==> src/rtl/mem_port_pkg.sv <==
// Shared types and defaults for the memory-port sequencer.
package mem_port_pkg;

  localparam int ADDR_W_DEF = 32;
  localparam int DATA_W_DEF = 32;
  localparam int LAT_W      = 3;

  typedef enum logic [1:0] {
    IDLE   = 2'd0,
    ACCESS = 2'd1,
    DONE   = 2'd2
  } state_e;

endpackage

==> src/rtl/mem_port_ctrl.sv <==
// Memory-port sequencer: one req/done access at a time to a synchronous word memory,
// with configurable read/write latency and rejection of misaligned word addresses.
module mem_port_ctrl
  import mem_port_pkg::*;
#(
  parameter int READ_LAT  = 2,
  parameter int WRITE_LAT = 1,
  parameter int ADDR_W    = ADDR_W_DEF,
  parameter int DATA_W    = DATA_W_DEF
) (
  input  logic              clock,
  input  logic              reset,
  input  logic              req,
  input  logic              we,
  input  logic [ADDR_W-1:0] addr,
  input  logic [DATA_W-1:0] wdata,
  output logic              busy,
  output logic              done,
  output logic              err,
  output logic [DATA_W-1:0] rdata,
  output logic [ADDR_W-1:0] mem_addr,
  output logic [DATA_W-1:0] mem_wdata,
  output logic              mem_wr,
  input  logic [DATA_W-1:0] mem_rdata,
  output logic [1:0]        state_out
);

  localparam logic [LAT_W-1:0] RD_LOAD = LAT_W'(READ_LAT - 1);
  localparam logic [LAT_W-1:0] WR_LOAD = LAT_W'(WRITE_LAT - 1);

  logic [1:0]        state_reg;
  logic [LAT_W-1:0]  cnt_reg;
  logic [ADDR_W-1:0] addr_reg;
  logic [DATA_W-1:0] wdata_reg;
  logic [DATA_W-1:0] rdata_reg;
  logic              we_reg;
  logic              err_reg;

  always_ff @(posedge clock or negedge reset) begin
    if (!reset) begin
      state_reg <= IDLE;
      cnt_reg   <= '0;
      addr_reg  <= '0;
      wdata_reg <= '0;
      rdata_reg <= '0;
      we_reg    <= 1'b0;
      err_reg   <= 1'b0;
    end else begin
      case (state_reg)
        IDLE: begin
          if (req) begin
            if (addr[1:0] == 2'b00) begin
              addr_reg  <= addr;
              we_reg    <= we;
              wdata_reg <= wdata;
              cnt_reg   <= we ? WR_LOAD : RD_LOAD;
              state_reg <= ACCESS;
            end else begin
              // Misaligned: skip the memory cycle entirely, report through DONE.
              err_reg   <= 1'b1;
              state_reg <= DONE;
            end
          end
        end
        ACCESS: begin
          if (cnt_reg == '0) begin
            if (!we_reg) rdata_reg <= mem_rdata;
            state_reg <= DONE;
          end else begin
            cnt_reg <= cnt_reg - 1'b1;
          end
        end
        DONE: begin
          err_reg   <= 1'b0;
          state_reg <= IDLE;
        end
        default: state_reg <= IDLE;
      endcase
    end
  end

  // Outputs decode from registers only, so an asynchronous reset drops them immediately.
  assign busy      = (state_reg != IDLE);
  assign done      = (state_reg == DONE);
  assign err       = (state_reg == DONE) && err_reg;
  assign mem_wr    = (state_reg == ACCESS) && we_reg && (cnt_reg == WR_LOAD);
  assign mem_addr  = addr_reg;
  assign mem_wdata = wdata_reg;
  assign rdata     = rdata_reg;
  assign state_out = state_reg;

endmodule
==> config.mk <==
export PLATFORM = sky130hd
export DESIGN_NAME = mem_port_ctrl
export DESIGN_NICKNAME = d
export VERILOG_FILES = /design/src/rtl/mem_port_pkg.sv /design/src/rtl/mem_port_ctrl.sv
export SDC_FILE = /design/constraint.sdc
export NUM_CORES = 1
export LEC_CHECK = 0
export CAP_MARGIN = 40
export CORE_MARGIN = 1.5
export CORE_UTILIZATION = 34
export DETAILED_ROUTE_END_ITERATION = 6
export HOLD_SLACK_MARGIN = 0.06
export MAX_ROUTING_LAYER = met4
export PLACE_DENSITY = 0.77
export SLEW_MARGIN = 10
export SYNTH_ARGS = -nofsm -noshare
export SYNTH_HDL_FRONTEND = slang
export SYNTH_SLANG_ARGS = --single-unit
==> constraint.sdc <==
create_clock -name clock -period 2.2 [get_ports clock]
set_input_delay 0.44 -clock clock [delete_from_list [all_inputs] [get_ports clock]]
set_output_delay 0.44 -clock clock [all_outputs]
set_load 0.02 [all_outputs]
# Yosys cells after proc, flatten, opt, wreduce, memory -nomap -nowiden
# Cells that the tools add are included.
# word_totals
regBits	103
out_inout_bits	102
# classes
reduce_logical	14
add_sub_neg	1
n_bitwise	1
mux	12
eq_ne	7
# ops
operator	count
2-bit != test, second input constant	5
3-bit 2-to-1 mux	3
3-bit AND reduction	3
2-bit 2-to-1 mux	3
3-bit case mux with 2 select lines	1
2-bit nonzero test	3
2-bit zero test	2
2-bit case mux with 2 select lines	1
4-bit AND reduction	1
1-bit logical AND	3
3-bit zero test	1
1-bit 2-to-1 mux	3
3-bit by 1-bit subtractor with 3-bit output, second input constant	1
2-bit by 1-bit == test with 1-bit output, second input constant	1
2-bit == test, second input constant	1
1-bit case mux with 2 select lines	1
2-bit AND reduction	1
1-bit inverter	1

# Depth between registers and ports, before layout
# depth
word_depth	4
depth_mapped	6

# Worst setup path before layout
# OpenSTA, ideal clock, no wires.
# synth_timing
path_type	register to output
start	register state_reg[1] (netlist: state_out[1])
end	output err
slack_ns	0.391
n_path_buf	1
required_ns	1.760
t_arrival_ns	1.369
path_stages_with_launch	4
cell_sequence	dfrtp_1 buf_2 nor2b_1 and2_1
# synth_between
elab_chain_cells	2
# synth_lines
item	line_no	source
start: declaration	mem_port_ctrl.sv:31	logic [1:0] state_reg;
start signal: assignment	mem_port_ctrl.sv:41	state_reg <= IDLE;
start signal: assignment	mem_port_ctrl.sv:57	state_reg <= ACCESS;
start signal: assignment	mem_port_ctrl.sv:61	state_reg <= DONE;
2-bit == test	-	
via done	mem_port_ctrl.sv:18	output logic done,
1-bit logical AND	mem_port_ctrl.sv:85	assign err = (state_reg == DONE) && err_reg;
end: declaration	mem_port_ctrl.sv:19	output logic err,
# The timed path passes the listed nets, and every way through them passes these cells.

# Worst setup path after layout
# layout_timing
start	register state_reg[0] (netlist: state_out[0])
end	output busy
# layout_between
elab_chain_cells	1
# layout_lines
item	line_no	source
2-bit nonzero test	mem_port_ctrl.sv:83	assign busy = (state_reg != IDLE);
end: declaration	mem_port_ctrl.sv:17	output logic busy,
# Every way passes these cells.

==> impl_metrics.yaml <==
routing:
  dr.pass1.iters: 6
  routedWlPerCell_um: 16.2
  via_count: 2813
  final_antenna_net_count: 0
  drcViolationCount: 0
  wl_um: 9950
  drt-vias-per-instance: 4.59
  drt_iter0_drc: 101
yosys:
  ys.flop_type: "dfrtp_1"
  synth_top_area_share: 0.614
  synth.most_common_cell: "dfrtp_1"
  synth_top_area_cell: "dfrtp_1"
  synthTopCellsByArea: "dfrtp_1 (61%), mux2_4 (17%), mux2_2 (12%), buf_6 (1.6%), ha_1 (0.60%)"
  ys_async_sr_fraction: 1.00
  ys_types: 32
  synth-seq-area-share: 0.614
  ys_seq_elements: 103
  syn_area_um2: 4200
  ys_top_cells_by_count: "dfrtp_1 (103), mux2_4 (47), mux2_2 (45)"
  syn_nets: 352
  synth_edf_count: 0
  netlist_instances: 250
  ys_warn_count: 0
  syn_avg_cell_area_um2: 16.8
floorplan:
  fp.dieW_um: 114
  ios: 202
  die_h_um: 114
  core-area_um2: 12000
  start_util: 0.350
  die-area_um2: 13000
  rows: 40
worst_setup_path:
  r2r_slack_ns: 0.40
  crit_buf_inv: 2
  crit_family: "buffers and inverters"
  cp-startpoint: "state_out[0]$_DFFE_PN0P_"
  cpPeakStageDelay_ns: 0.55
  cp_slowest_cell: "clkdlybuf4s50_1"
  worstPathRequired_ns: 1.76
  path_cells: "nor2_2, inv_1, clkdlybuf4s50_1"
  r2r-start: "cnt_reg[0]$_DFFE_PN0P_"
  cp.arrival_ns: 1.66
  critPathMaxFanout: 8
  critical_path_class: "reg -> out"
  start_kind: "flip-flop"
  reg2reg_depth: 7
  cp-end-kind: "output pin"
  r2r-end: "rdata[11]$_DFFE_PN0P_"
global_route:
  first_global_vias: 3019
  grt_max_degree: 49
  track_usage: 0.164
  grt_pass1_wl_um: 15800
  grt.overflow.total: 0
  antenna_found_initial: 0
timing:
  tns_ns: 0
  worstMarginPinSlew_ns: 0.468
  maxSlewHeadroom: 0.680
  fin_crit_sh: 0.953
  final_hold_viol_count: 0
  rsz0062_at_grt: "no"
  skew_ns: 0.00451
  min_period_ns: 2.10
  slew_viol_final: 0
  setup_violations: 0
  fmax_mhz: 477
worst_hold_path:
  worstHoldPathCells: 1
  hp-start: "mem_addr[1]$_DFFE_PN0P_"
  hp-class: "reg -> reg"
  whs_endpoint: "mem_addr[1]$_DFFE_PN0P_"
cells_and_area:
  layout.nets: 563
  drive_gt1_frac: 0.266
  design_area_um2: 6730
  area_growth_syn_to_layout_pct: 60.3
  num-fill-cells: 991
  num_antenna_cells: 0
clock_tree:
  htree_levels: 3
  cts_buffer_depth: 2
  insertion_delay_ns: 0.34
  clk_pin_slew_ns: 0.06
  cts_tree: "yes"
  cts-root-buf: "clkbuf_16"
  cts_buffers: 9
  cts.sinks: 103
power:
  power_density_nw_per_um2: 1480
  power_w: 0.00998
  vdd_drop_max_v: 0.000850
  power.leakage_nw: 3.04
place:
  place.gp.congestion: 0.770
  io_buffers: 201
  dp.final_hpwl_um: 7480
  post_dp_cell_area_um2: 6410
flow_run:
  maxCapViolations: 0
outcome:
  status: "finished clean"
-- layer usage --
layer	vias to the layer above	GRT usage	part of all wire
met4	0	0.0417	0.010
met5	-	-	0
met2	111	0.272	0.52
met3	10	0.0577	0.067
li1	1297	-	-
met1	1395	0.190	0.40
-- placed cells by master, fill, tap and decap left out, types with 2 or more instances in the layout --
cell type,instances
clkinv_4,2
ha_1,2
and2_1,3
mux2_2,45
dfrtp_1,103
nand2b_1,2
bufinv_16,2
nor2_1,6
nor3_1,2
mux2_4,47
buf_4,8
inv_1,5
o2bb2ai_1,2
mux2_1,2
buf_12,3
a21oi_1,2
clkdlybuf4s50_1,197
clkbuf_16,9
clkbuf_1,2
-- through the flow --
stage | setup WS (ns) | utilization | instances | hold slack, ns
2_1_floorplan | 0.391 | - | 250 | 0.144
3_3_place_gp | 0.177 | 0.533 | 596 | 0.413
3_5_place_dp | 0.152 | 0.533 | 596 | 0.418
4_1_cts | 0.0629 | 0.560 | 613 | 0.495
5_1_grt | 0.00718 | 0.560 | 613 | 0.511
6_report | 0.104 | 0.560 | 613 | 0.488
-- layout make-up --
| cell class | count | area, µm² | share of cell area |
|---|---|---|---|
| sequential | 103 | 2580 | 0.383 |
| timing repair buffer | 212 | 2130 | 0.316 |
| multi-input combinational | 130 | 1510 | 0.224 |
| clock buffer | 11 | 233 | 0.0346 |
| tap | 147 | 184 | 0.0273 |
| clock inverter | 5 | 82.6 | 0.0123 |
| inverter | 5 | 18.8 | 0.00279 |
-- logic make-up after synthesis --
family,count (synthesis),share of synthesized area
AND/OR/NAND/NOR,22,0.0325
flip-flops,103,0.614
multiplexers,95,0.296
AO/OA/AOI/OAI,11,0.0218
buffers and inverters,17,0.0295
adder cells (fa/ha/maj),2,0.00596
-- worst max path at each step --
stage                                     to  slack [ns]  cells past startpoint
global route                            busy       0.007                      3
global placement    mem_addr[29]$_DFFE_PN0P_        0.18                      5
CTS                                     done        0.06                      2
detailed placement  mem_addr[28]$_DFFE_PN0P_        0.15                      5
finish                                  busy        0.10                      3
floorplan                                err        0.39                      3
-- power by group --
group / internal [W] / switching (W)
clock: 0.00100 / 0.000683
sequential: 0.00282 / 0.000534
combinational: 0.00280 / 0.00215
total: 0.00662 / 0.00336
-- timing repair --
item,4_1_cts,5_1_grt
hold buffers,1,0
setup buffers,0,0
gates resized for setup,2,4
hold endpoints to repair,30,0
endpoints found under the setup margin,2,2
(Power assumes the default switching activity.)
